$ cat config.mk
export PLATFORM = sky130hd
export DESIGN_NAME = speed_pattern_gen_flat
export DESIGN_NICKNAME = d
export VERILOG_FILES = /design/src/rtl/speed_pattern_gen_if.sv /design/src/rtl/speed_pattern_gen.sv /design/src/flat_wrapper.sv
export SDC_FILE = /design/constraint.sdc
export NUM_CORES = 1
export LEC_CHECK = 0
export CORE_MARGIN = 5
export CORE_UTILIZATION = 40
export DETAILED_ROUTE_END_ITERATION = 7
export PLACE_DENSITY = 0.63
export SLEW_MARGIN = 10
export SYNTH_ARGS = -nofsm -noshare
export SYNTH_HDL_FRONTEND = slang
export SYNTH_SLANG_ARGS = --single-unit
$ cat constraint.sdc
create_clock -name clk -period 10.15 [get_ports clk]
set_clock_uncertainty 0.05 [all_clocks]
set_input_delay 2.03 -clock clk [delete_from_list [all_inputs] [get_ports clk]]
set_output_delay 2.03 -clock clk [all_outputs]
set_load 0.02 [all_outputs]
$ cat src/rtl/speed_pattern_gen_if.sv
// Button/mode inputs and pattern outputs of one speed_pattern_gen channel.
interface speed_pattern_gen_if #(
   parameter int WIDTH        = 8,
   parameter int SPEED_LEVELS = 8
);
   localparam int SPEED_W = (SPEED_LEVELS > 1) ? $clog2(SPEED_LEVELS) : 1;

   logic               btn_pause;
   logic               btn_faster;
   logic               btn_slower;
   logic [1:0]         mode;
   logic [WIDTH-1:0]   pattern;
   logic               running;
   logic [SPEED_W-1:0] speed;
   logic               step_pulse;

   modport master (
      output btn_pause, btn_faster, btn_slower, mode,
      input  pattern, running, speed, step_pulse
   );

   modport slave (
      input  btn_pause, btn_faster, btn_slower, mode,
      output pattern, running, speed, step_pulse
   );
endinterface

$ cat src/rtl/speed_pattern_gen.sv
// Button-driven pattern generator: debounced pause/faster/slower buttons,
// power-of-two speed ladder and four selectable WIDTH-bit output patterns.
module speed_pattern_gen #(
   parameter int WIDTH        = 8,
   parameter int TICK_DIV     = 12_500_000,
   parameter int SPEED_LEVELS = 8,
   parameter int SPEED_RESET  = 3,
   parameter int DEBOUNCE_CYC = 500_000
) (
   input  logic               clk,
   input  logic               rst,
   speed_pattern_gen_if.slave bus
);
   localparam int     SPEED_W    = (SPEED_LEVELS > 1) ? $clog2(SPEED_LEVELS) : 1;
   localparam longint MAX_PERIOD = longint'(TICK_DIV) << (SPEED_LEVELS - 1);
   localparam int     PRE_W      = (MAX_PERIOD > 1) ? $clog2(MAX_PERIOD) : 1;
   localparam int     DB_W       = $clog2(DEBOUNCE_CYC + 1);

   localparam logic [DB_W-1:0]    DB_LAST   = DB_W'(DEBOUNCE_CYC - 1);
   localparam logic [SPEED_W-1:0] SPEED_MAX = SPEED_W'(SPEED_LEVELS - 1);
   localparam logic [SPEED_W-1:0] SPEED_INI = SPEED_W'(SPEED_RESET);

   // Speed index after faster/slower events; opposing events cancel, ends saturate.
   function automatic logic [SPEED_W-1:0] sat_speed(input logic [SPEED_W-1:0] s,
                                                     input logic up, input logic dn);
      logic [SPEED_W-1:0] r;
      r = s;
      if (up && !dn && (s != SPEED_MAX))
         r = s + SPEED_W'(1);
      else if (dn && !up && (s != '0))
         r = s - SPEED_W'(1);
      return r;
   endfunction

   // Rotate and bounce start from a single lit LSB; binary and Gray start from zero.
   function automatic logic [WIDTH-1:0] seed_pattern(input logic [1:0] m);
      return m[1] ? '0 : WIDTH'(1);
   endfunction

   // Button bit order: 0 pause, 1 faster, 2 slower
   logic [2:0]       btn_raw;
   logic [2:0]       sync_p0;
   logic [2:0]       sync_p1;
   logic [2:0]       db_lvl;
   logic [2:0]       db_lvl_d;
   logic [DB_W-1:0]  db_cnt [3];
   logic [2:0]       btn_ev;

   logic [1:0]         mode_q,    mode_n;
   logic [WIDTH-1:0]   pattern_q, pattern_n;
   logic [WIDTH-1:0]   cnt_q,     cnt_n;
   logic [WIDTH-1:0]   cnt_inc;
   logic               dir_q,     dir_n;
   logic               running_q, running_n;
   logic [SPEED_W-1:0] speed_q,   speed_n;
   logic [PRE_W-1:0]   pre_q,     pre_n;
   logic [PRE_W-1:0]   period_m1;
   logic               step_q,    step_n;
   logic               mode_chg;

   assign btn_raw  = {bus.btn_slower, bus.btn_faster, bus.btn_pause};
   assign btn_ev   = db_lvl & ~db_lvl_d;
   assign mode_chg = (bus.mode != mode_q);

   // Synchronise each raw button, debounce it, and keep the previous level for edge detection.
   always_ff @(posedge clk) begin
      if (rst) begin
         sync_p0  <= '0;
         sync_p1  <= '0;
         db_lvl   <= '0;
         db_lvl_d <= '0;
         for (int i = 0; i < 3; i++)
            db_cnt[i] <= '0;
      end else begin
         sync_p0  <= btn_raw;
         sync_p1  <= sync_p0;
         db_lvl_d <= db_lvl;
         for (int i = 0; i < 3; i++) begin
            if (sync_p1[i] == db_lvl[i]) begin
               db_cnt[i] <= '0;
            end else if (db_cnt[i] == DB_LAST) begin
               db_lvl[i] <= sync_p1[i];
               db_cnt[i] <= '0;
            end else begin
               db_cnt[i] <= db_cnt[i] + DB_W'(1);
            end
         end
      end
   end

   // Next state: mode reload beats a speed-change clear, which beats a normal prescaler step.
   always_comb begin
      speed_n   = sat_speed(speed_q, btn_ev[2], btn_ev[1]);
      running_n = running_q ^ btn_ev[0];
      period_m1 = PRE_W'((longint'(TICK_DIV) << speed_q) - 64'sd1);
      cnt_inc   = cnt_q + WIDTH'(1);
      mode_n    = mode_q;
      pattern_n = pattern_q;
      cnt_n     = cnt_q;
      dir_n     = dir_q;
      pre_n     = pre_q;
      step_n    = 1'b0;
      if (mode_chg) begin
         mode_n    = bus.mode;
         pattern_n = seed_pattern(bus.mode);
         cnt_n     = '0;
         dir_n     = 1'b0;
         pre_n     = '0;
      end else if (speed_n != speed_q) begin
         pre_n = '0;
      end else if (running_q) begin
         if (pre_q == period_m1) begin
            pre_n  = '0;
            step_n = 1'b1;
            case (mode_q)
               2'd0: pattern_n = {pattern_q[WIDTH-2:0], pattern_q[WIDTH-1]};
               2'd1: begin
                  if (!dir_q) begin
                     if (pattern_q[WIDTH-1]) begin
                        dir_n     = 1'b1;
                        pattern_n = pattern_q >> 1;
                     end else begin
                        pattern_n = pattern_q << 1;
                     end
                  end else begin
                     if (pattern_q[0]) begin
                        dir_n     = 1'b0;
                        pattern_n = pattern_q << 1;
                     end else begin
                        pattern_n = pattern_q >> 1;
                     end
                  end
               end
               2'd2: begin
                  cnt_n     = cnt_inc;
                  pattern_n = cnt_inc;
               end
               default: begin
                  cnt_n     = cnt_inc;
                  pattern_n = cnt_inc ^ (cnt_inc >> 1);
               end
            endcase
         end else begin
            pre_n = pre_q + PRE_W'(1);
         end
      end
   end

   // State and output registers; reset overrides any pending event or step.
   always_ff @(posedge clk) begin
      if (rst) begin
         mode_q    <= 2'd0;
         pattern_q <= WIDTH'(1);
         cnt_q     <= '0;
         dir_q     <= 1'b0;
         running_q <= 1'b0;
         speed_q   <= SPEED_INI;
         pre_q     <= '0;
         step_q    <= 1'b0;
      end else begin
         mode_q    <= mode_n;
         pattern_q <= pattern_n;
         cnt_q     <= cnt_n;
         dir_q     <= dir_n;
         running_q <= running_n;
         speed_q   <= speed_n;
         pre_q     <= pre_n;
         step_q    <= step_n;
      end
   end

   assign bus.pattern    = pattern_q;
   assign bus.running    = running_q;
   assign bus.speed      = speed_q;
   assign bus.step_pulse = step_q;
endmodule
$ cat src/flat_wrapper.sv
// flat-port wrapper written by rule: the top's interface ports become plain ports
module speed_pattern_gen_flat 
#(
   parameter int WIDTH        = 8,
   parameter int TICK_DIV     = 12_500_000,
   parameter int SPEED_LEVELS = 8,
   parameter int SPEED_RESET  = 3,
   parameter int DEBOUNCE_CYC = 500_000
)
  (clk, rst, bus_btn_pause, bus_btn_faster, bus_btn_slower, bus_mode, bus_pattern, bus_running, bus_speed, bus_step_pulse);
  speed_pattern_gen_if #(.WIDTH(WIDTH), .SPEED_LEVELS(SPEED_LEVELS)) bus_i ();
  input  logic clk;
  input  logic rst;
  input wire logic [$bits(bus_i.btn_pause)-1:0] bus_btn_pause;
  input wire logic [$bits(bus_i.btn_faster)-1:0] bus_btn_faster;
  input wire logic [$bits(bus_i.btn_slower)-1:0] bus_btn_slower;
  input wire logic [$bits(bus_i.mode)-1:0] bus_mode;
  output wire logic [$bits(bus_i.pattern)-1:0] bus_pattern;
  output wire logic [$bits(bus_i.running)-1:0] bus_running;
  output wire logic [$bits(bus_i.speed)-1:0] bus_speed;
  output wire logic [$bits(bus_i.step_pulse)-1:0] bus_step_pulse;
  assign bus_i.btn_pause = bus_btn_pause;
  assign bus_i.btn_faster = bus_btn_faster;
  assign bus_i.btn_slower = bus_btn_slower;
  assign bus_i.mode = bus_mode;
  assign bus_pattern = bus_i.pattern;
  assign bus_running = bus_i.running;
  assign bus_speed = bus_i.speed;
  assign bus_step_pulse = bus_i.step_pulse;
  speed_pattern_gen #(.WIDTH(WIDTH), .TICK_DIV(TICK_DIV), .SPEED_LEVELS(SPEED_LEVELS), .SPEED_RESET(SPEED_RESET), .DEBOUNCE_CYC(DEBOUNCE_CYC)) u_core (.clk(clk), .rst(rst), .bus(bus_i));
endmodule
# Yosys cells after proc, flatten, opt, wreduce, memory -nomap -nowiden
# Memories as Yosys holds them, arrays and structs flattened.
# Cells that the tools add are included.
# Widths: inputs -> output; s select.
# word_totals
n_memories	1
output_inout_bits	13
input_bits	7
ramBits	57
wordCells	136
regBits	67
# classes
muxes	60
addsub	8
shifts	1
n_eq_ne	13
bitwise	19
n_reduce_logical	20
# mem_list
memory	words	width	rd	rd_ports_with_merged_regs	wr	line_no	text
u_core.db_cnt	3	19	3	0	3	speed_pattern_gen.sv:46	logic [DB_W-1:0] db_cnt [3];
# ops
op	n
$mux 19	9
$add 19x1->19 const B	3
$eq 19x19->1 const B	3
$mux 8	7
$mux 1	40
$add 31x1->31 const B	1
$eq 31x31->1	1
$mux 31	1
$shl 24x3->31 const A	1
$sub 31x2->31 const B	1
$pmux 8 s3	1
$or 1x1->1	9
$add 8x1->8 const B	1
$reduce_and 4->1	2
$xor 8x7->8	1
$mux 3	2
$not 1->1	6
$reduce_and 2->1	3
$logic_and 1x1->1	4
$reduce_bool 2->1	2
$reduce_or 2->1	2
$reduce_or 4->1	1
$add 3x1->3 const B	1
$and 3x3->3	1
15 further kinds	18

# Logic depth before layout (Yosys ltp)
# Gate-level depths: netlist (run 1).
# depth
depth_word	10
ltp_mapped	16
mapped_depth_nobuf	12

# Worst setup path after synthesis (run 1)
# Ideal clock, no wire load.
# synth_path
path_kind	register to register
startpoint	reg u_core.speed_q[0] (netlist: u_core.bus.speed[0])
endpoint	reg u_core.cnt_q[2]
required_time_ns	9.968
arrival_time_ns	3.731
setup_slack_ns	6.236
synth_period_minus_slack_ns	3.914
path_stages_with_launch	17
setup_time_ns	0.132
path_buffers	4
cell_sequence	dfxtp_1 buf_2 inv_1 ha_1 ha_1 inv_1 ha_1 nand2b_1 nor3_1 o221ai_2 or4_1 or4_4 buf_6 buf_6 clkbuf_1 o31ai_1 a21oi_1
# synth_between
elab_chain_len	7
word_cells_on_any_way	14
classes_between	3 x add/sub; 3 x eq/ne; 1 x shift; 2 x mux; 1 x bitwise; 4 x reduce/logical
# synth_rtl
item	line_no	text
start, declared	speed_pattern_gen.sv:55	logic [SPEED_W-1:0] speed_q, speed_n;
start signal, assigned	speed_pattern_gen.sv:166	speed_q <= speed_n;
parallel branches: the longest is 6 deep, another holds $sub 31x2->31	--	
$reduce_and 4->1 (no line) *	--	
end signal, assigned	speed_pattern_gen.sv:163	cnt_q <= cnt_n;
end, declared	speed_pattern_gen.sv:51	logic [WIDTH-1:0] cnt_q, cnt_n;
# Mark *: on every way between the ends.
# A chain may end at the register's enable or synchronous reset.

# Worst setup path after layout (run 1)
# layout_path
startpoint	reg u_core.speed_q[0] (netlist: u_core.bus.speed[0])
endpoint	reg u_core.pre_q[26]
# layout_between
elab_chain_len	6
word_cells_on_any_way	14
classes_between	3 x add/sub; 3 x eq/ne; 1 x shift; 3 x mux; 4 x reduce/logical
# layout_rtl
item	line_no	text
parallel branches: the longest is 6 deep, another holds $sub 31x2->31	--	
end signal, assigned	speed_pattern_gen.sv:167	pre_q <= pre_n;
end, declared	speed_pattern_gen.sv:56	logic [PRE_W-1:0] pre_q, pre_n;
# Several ways; the timed one is not identified.

==> run summary, run 1 <==
Hold Buf Count CTS: 0
Req. time, crit path: 10.35 ns
Aggregate negative setup slack: 0 ns
Endpoint kind of the worst setup timing path: flop
Relative slew slack: 0.2783
Longest individual stage delay on the worst path: 0.94 ns
Initial Util: 0.4049
WL met3: 545 um
Total via count in the routed design: 5489
Total of endpoints with negative setup slack in the final report: 0
Adder-cell area share of the yosys netlist: 0.03280
P&R area growth vs syn: 15.16%
Mux share of post-synthesis cell area: 0.01433
Status: completed
Largest area contributor in the netlist: edfxtp_1
Number of cells produced by synthesis: 787
Number of buffer cells added on primary ports: 19
Buffers and inverters on the worst path: 2
Initial DRC Count: 281
Routed len/inst: 13.32 um
Static leakage power: 0.002839 uW
Top achievable clock speed: 209.7 MHz
Start point of the critical path: u_core.bus.speed[0]$_SDFF_PP1_
Mean Syn Cell Area: 9.210 sq um
Synthesized flop and latch total: 124
Leading cell types by count after synthesis: nor2_1, dfxtp_1, edfxtp_1, nand2_1, xor2_1
Arrival time at the worst endpoint: 4.97 ns
Most frequent cell after synthesis: nor2_1
Reg2reg end: u_core.pre_q[26]$_SDFFE_PP0P_
Total number of H-tree levels: 4
Resized cells post-CTS: 0
Hold Vio Cnt, Final: 0
Capturing element of the worst setup path: u_core.pre_q[26]$_SDFFE_PP0P_
Filler cell count: 1768
Drt first pass iters: 4
Final cycle utilization of the critical path: 0.4698
Final weighted congestion in routability-driven placement: 0.8798
Synthesized area: 7248 sq um
Max_cap viols: 0
Combined area of the multi-input logic cells: 4143 sq um
Number of global-route vias before repair: 5165
Sequential cell area fraction in the yosys report: 0.4212
Path depth of the worst reg2reg path: 12
DR vias/cell: 5.027
Startpoint-to-endpoint class of the critical path: reg2reg
Post-synthesis share of cell area spent on and, or, nand and nor gates: 0.2496
Core box area: 17900 sq um
Std cell rows: 49
Clock network latency to the later pin of the worst-skew pair: 0.42 ns
Post-CTS setup buffers: 0
Highest net fanout along the worst path: 37
Wire length of the first global-routing pass: 25.05 mm
Chip height: 144.6 um
Die Span X: 144.6 um
Cell at the root of the clock tree: clkbuf_16
Count of flip-flops with a built-in enable after synthesis: 57
Kind of cell adding the most delay to the critical path: simple AND/OR/NAND/NOR gates
Areal power density over the cells: 139.0 nW/um^2
Source of the worst hold timing path: u_core.sync_p0[2]$_SDFF_PP0_
Max-slew violations: 0
Placed cell area: 7774 sq um
Maximum number of pins on one net before global-route repair: 45
Minimum clock period: 4.768 ns
Synth async-reset ratio: 0
Number of cells on the critical path: 12
DRT Wirelength: 14.55 mm
Synth Flop Type: dfxtp_1
Clock slew at reported path FFs: 0.06 ns
Half-perimeter wire length after detailed placement: 10.26 mm
RSZ-0062 raised after global routing: no
R2r startpoint: u_core.bus.speed[0]$_SDFF_PP1_
Grt total ovfl: 0
Critical Path Slowest Stage Cell: o311ai_4
Compound-cell area share of the yosys netlist: 0.1146
Total area of sequential cells: 3053 sq um
Clock tree from TritonCTS: yes
I/O pins: 20
Worst vdd ir: 0.1183 mV
Cell breakdown of the critical path: inv_1 -> ha_1 -> ha_1 -> inv_1 -> ha_1 -> nand2b_1 -> nor3_1 -> o221ai_2 -> or4_1 -> or4_4 -> o311ai_4 -> nor2_1
Element type at the critical path start: flop
Top cells by area in the synthesized netlist: edfxtp_1, dfxtp_1, xor2_1, nor2_1, xnor2_1
Fraction of synthesized cell area taken by the top area cell type: 0.2361
Total global routing track utilization: 0.1480
Least-Margin Pin Slew: 1.080 ns
Post-route cell area: 8347 sq um
Floorplan die area: 20910 sq um
Post-Synth XOR/XNOR Area: 0.1307
Library cells used by synthesis: 69
Fraction of layout instances using a drive strength above 1: 0.06025
Register-to-Register Setup Slack: 5.38 ns
Total clock buffers created by CTS: 17
CP dominant cell by count: ha_1
Sum of met2 wire segment lengths after detailed routing: 6.325 mm
Hold/Removal Path Class: reg2reg
Number of remaining DRC errors: 0
Count of warnings emitted by yosys: 0
ANT nets after route: 0
Count of nets after finishing: 876
Length of routed wiring on met1: 7.515 mm
CTS Buffer Depth: 2
Number of antenna cells inserted: 0
Highest metal used: met4
Clock sink total: 124
Number of antenna violations at the first check in global routing: 0
Largest family of logic cells by synthesized area: simple AND/OR/NAND/NOR gates
-- layout by cell type (no fill, tap or decap), types with 4 or more instances in the layout --
master and n:
nand4_1 19, and3_1 17, o21ai_0 29, a21oi_1 34, nor2_1 113, ha_1 19
nand2_1 57, nor2b_1 22, or2_2 7, inv_1 21, clkbuf_16 19, dfxtp_1 67
xor2_1 57, or3_1 18, or4_1 11, mux2i_1 7, nand3_1 33, and4_1 5
nand2b_1 10, nor4b_1 4, xnor2_1 46, o22ai_1 4, nor3_1 10, o31ai_1 7
o21a_1 12, edfxtp_1 57, conb_1 57, clkdlybuf4s50_1 19
-- flip-flops by register name, summed over array words and instances, names as in the netlist --
name	flops
u_core.pre_q	31
u_core.sync_p1	3
u_core.sync_p0	3
u_core.db_lvl_d	3
u_core.bus.speed	3
u_core.cnt_q	8
u_core.db_cnt	57
u_core.bus.pattern	8
u_core.mode_q	2
u_core.bus.step_pulse	1
u_core.db_lvl	3
u_core.dir_q	1
u_core.bus.running	1
-- per-stage QoR --
step / worst slack, ns / hold slack, ns / util / instances / power (uW)
detailed placement: 5.385 / 0.3774 / 0.4342 / 1060 / 590.9
global route: 4.955 / 0.3871 / 0.4662 / 1092 / 1206
floorplan: 6.236 / 0.3638 / - / 843 / 580.3
CTS: 5.371 / 0.3851 / 0.4662 / 1092 / 1176
global placement: 5.535 / 0.3703 / 0.4342 / 1060 / 590.4
finish: 5.382 / 0.3747 / 0.4662 / 1092 / 1160
-- layer usage --
metal | track usage | vias to the layer above
met4 | 0.05056 | 0
li1 | - | 2859
met2 | 0.2195 | 84
met1 | 0.2117 | 2533
met3 | 0.03505 | 13
met5 | 0 | -
-- how the worst min path moves through the flow --
stage | endpoint | slack [ns] | cells after the start
floorplan | u_core.sync_p1[0]$_SDFF_PP0_ | 0.36 | 1
global placement | u_core.sync_p1[0]$_SDFF_PP0_ | 0.37 | 1
detailed placement | u_core.sync_p1[2]$_SDFF_PP0_ | 0.38 | 1
CTS | u_core.sync_p1[2]$_SDFF_PP0_ | 0.39 | 1
global route | u_core.sync_p1[2]$_SDFF_PP0_ | 0.39 | 1
finish | u_core.sync_p1[2]$_SDFF_PP0_ | 0.37 | 1
-- worst register-to-register path, cell delays in order, from the launching register on --
cell	delay [ns]
dfxtp_1	0.63
inv_1	0.24
ha_1	0.37
ha_1	0.32
inv_1	0.11
ha_1	0.19
nand2b_1	0.13
nor3_1	0.26
o221ai_2	0.11
or4_1	0.41
or4_4	0.74
o311ai_4	0.95
nor2_1	0.12
-- report_power, final --
| group | switching, uW | internal, uW |
|---|---|---|
| combinational | 20.0 | 14.0 |
| sequential | 12.7 | 534 |
| clock | 217 | 363 |
-- cell families after synthesis --
logic type | after synthesis
and+or+nand+nor | 352
buffers and inverters | 55
other | 1
AOI/OAI and AO/OA | 121
adders and majority gates | 19
muxes | 10
xor gates and xnor gates | 105
DFF | 124
-- layout make-up --
cell class	count	share of cell area
multi-input cells	664	0.4963
flip-flops and latches	124	0.3658
clock buffers	21	0.05786
well taps	229	0.03433
repair buffers	22	0.02548
clock inverters	11	0.01079
inverters	21	0.009444
Note: power is estimated with default switching activity, not from simulation.
==> inputs of run 2 (changes only) <==
- PLACE_DENSITY: 0.63 -> 0.65
- clock period: 10.15 -> 4.2 ns (I/O delays scaled with it)
==> run summary, run 2 (same netlist as run 1, synthesis figures left out) <==
Part of the total power dissipated in the clock network: 0.519 (+0.020)
Number of antenna cells inserted: 0 (unchanged)
Cell at the root of the clock tree: clkbuf_16
Chip height: 144.6 um (unchanged)
Total global routing track utilization: 0.1497 (+0.001730)
Worst vdd ir: 0.2721 mV (+130%)
P&R area growth vs syn: 15.90%
Total area of sequential cells: 3054 sq um (about the same)
Fraction of layout instances using a drive strength above 1: 0.06236 (+0.002101)
RSZ-0062 raised after global routing: no
Drt first pass iters: 7 (+3)
Clock slew at reported path FFs: 0.05 ns (about the same)
Initial DRC Count: 327 (+16%)
Startpoint-to-endpoint class of the critical path: reg2reg
ANT nets after route: 0 (unchanged)
Most frequent cells in the layout: nor2_1, dfxtp_1
Internal Dissipation: 2331 uW (+160%)
Core box area: 17900 sq um (unchanged)
Wire length of the first global-routing pass: 25.24 mm (+0.75%)
Static leakage power: 0.002874 uW (+1.2%)
DR vias/cell: 5.092 (+1.3%)
Std cell rows: 49 (unchanged)
Flip-flop count of the largest register, all copies and words added: 57 (unchanged)
DRT Wirelength: 14.21 mm (-2.3%)
Max_cap viols: 0 (unchanged)
Post-layout power: 2921 uW (+150%)
Hold Vio Cnt, Final: 0 (unchanged)
Clock tree from TritonCTS: yes
Relative slew slack: 0.4754 (+0.1971)
Setup slack after layout: 0.3661 ns (-5.016 ns)
Most common cell after layout, fill and taps aside: nor2_1
Maximum number of pins on one net before global-route repair: 44 (-2.2%)
Final weighted congestion in routability-driven placement: 0.8122 (-7.7%)
Final cycle utilization of the critical path: 0.9128 (+0.4431)
Total clock buffers created by CTS: 17 (unchanged)
Initial Util: 0.4049 (unchanged)
Aggregate negative setup slack: 0 ns (unchanged)
Req. time, crit path: 4.44 ns (-5.91 ns)
Number of antenna violations at the first check in global routing: 0 (unchanged)
Top achievable clock speed: 260.8 MHz (+24%)
Half-perimeter wire length after detailed placement: 10.04 mm (-2.2%)
Grt total ovfl: 0 (unchanged)
Total number of H-tree levels: 4 (unchanged)
Clock network latency to the later pin of the worst-skew pair: 0.42 ns (about the same)
P_sw: 589.2 uW (+140%)
Clock sink total: 124 (unchanged)
Routed len/inst: 12.97 um (-2.6%)
Part of the total power dissipated in combinational logic: 0.028 (about the same)
Areal power density over the cells: 347.7 nW/um^2 (+150%)
Total via count in the routed design: 5576 (+1.6%)
Total of endpoints with negative setup slack in the final report: 0 (unchanged)
Hold/Removal Path Class: reg2reg
Endpoint kind of the worst setup timing path: flop
Element type at the critical path start: flop
Largest register by flop count: u_core.db_cnt
Pre-CTS setup slack: 0.2356 ns (-5.150 ns)
Number of buffer cells added on primary ports: 19 (unchanged)
Combined area of the multi-input logic cells: 4143 sq um (unchanged)
I/O pins: 20 (unchanged)
Filler cell count: 1682 (-4.9%)
Highest net fanout along the worst path: 37 (unchanged)
Count of nets after finishing: 879 (+0.34%)
Fraction of power spent switching nets: 0.2017 (-0.01321)
Hold Buf Count CTS: 0 (unchanged)
Number of remaining DRC errors: 0 (unchanged)
Fraction of power consumed by sequential logic: 0.453 (-0.018)
Minimum clock period: 3.834 ns (-0.9341 ns)
Floorplan die area: 20910 sq um (unchanged)
CTS Buffer Depth: 2 (unchanged)
Number of global-route vias before repair: 5283 (+2.3%)
Least-Margin Pin Slew: 0.7841 ns (-0.2959 ns)
Max-slew violations: 0 (unchanged)
Arrival time at the worst endpoint: 4.08 ns (-0.89 ns)
Status: completed
Die Span X: 144.6 um (unchanged)
Top Registers: u_core.db_cnt (57), u_core.pre_q (31)
[run 2: repair_timing]
action,in CTS,in global routing
setup endpoints to repair,0,35
setup buffers,0,0
gates resized for setup,0,1
[run 2: layout make-up]
cell class | count | area share
flip-flops and latches | 124 | 0.3636
well taps | 229 | 0.03411
multi-input cells | 664 | 0.4931
clock buffers | 24 | 0.05496
clock inverters | 8 | 0.01683
inverters | 21 | 0.009383
repair buffers | 25 | 0.02800
[run 2: through the flow]
stage / instances / cell area, sq um / hold WS [ns] / utilization
2_1_floorplan: 843 / 7458 / 0.3638 / -
3_3_place_gp: 1063 / 7796 / 0.3710 / 0.4355
3_5_place_dp: 1063 / 7796 / 0.3791 / 0.4355
4_1_cts: 1095 / 8399 / 0.3924 / 0.4692
5_1_grt: 1095 / 8401 / 0.4056 / 0.4692
6_report: 1095 / 8401 / 0.3876 / 0.4692
[run 2: metal layers]
layer | GRT usage | up-vias | share of wire
met4 | 0.06235 | 0 | 0.021
met5 | 0 | - | 0
li1 | - | 2879 | -
met2 | 0.2253 | 73 | 0.44
met3 | 0.03241 | 26 | 0.030
met1 | 0.2085 | 2598 | 0.51
[run 2: critical path, stage by stage, from the launching register on]
cell	delay [ns]
dfxtp_2	0.43
inv_1	0.14
ha_1	0.23
ha_1	0.27
inv_1	0.10
ha_1	0.18
nand2b_1	0.13
nor3_1	0.25
o221ai_2	0.11
or4_1	0.40
or4_4	0.72
o311ai_4	0.27
buf_4	0.33
nor2_1	0.09
[run 2: final timing paths]
kind | startpoint | to | slack, ns | cells after the start
worst max register to register | u_core.bus.speed[1]$_SDFF_PP1_ | u_core.pre_q[26]$_SDFFE_PP0P_ | 0.37 | 13
worst max-delay path | u_core.bus.speed[1]$_SDFF_PP1_ | u_core.pre_q[26]$_SDFFE_PP0P_ | 0.37 | 13
worst min-delay path | u_core.sync_p0[1]$_SDFF_PP0_ | u_core.sync_p1[1]$_SDFF_PP0_ | 0.39 | 1
worst min register to register | u_core.sync_p0[1]$_SDFF_PP0_ | u_core.sync_p1[1]$_SDFF_PP0_ | 0.39 | 1
[run 2: power by group through the flow]
stage / combinational [uW] / clock, uW / sequential, uW
global placement: 80.9 / 0 / 1350
floorplan: 65.7 / 0 / 1340
CTS: 81.8 / 1560 / 1320
detailed placement: 81.0 / 0 / 1350
finish: 82.3 / 1520 / 1320
global route: 95.9 / 1610 / 1330
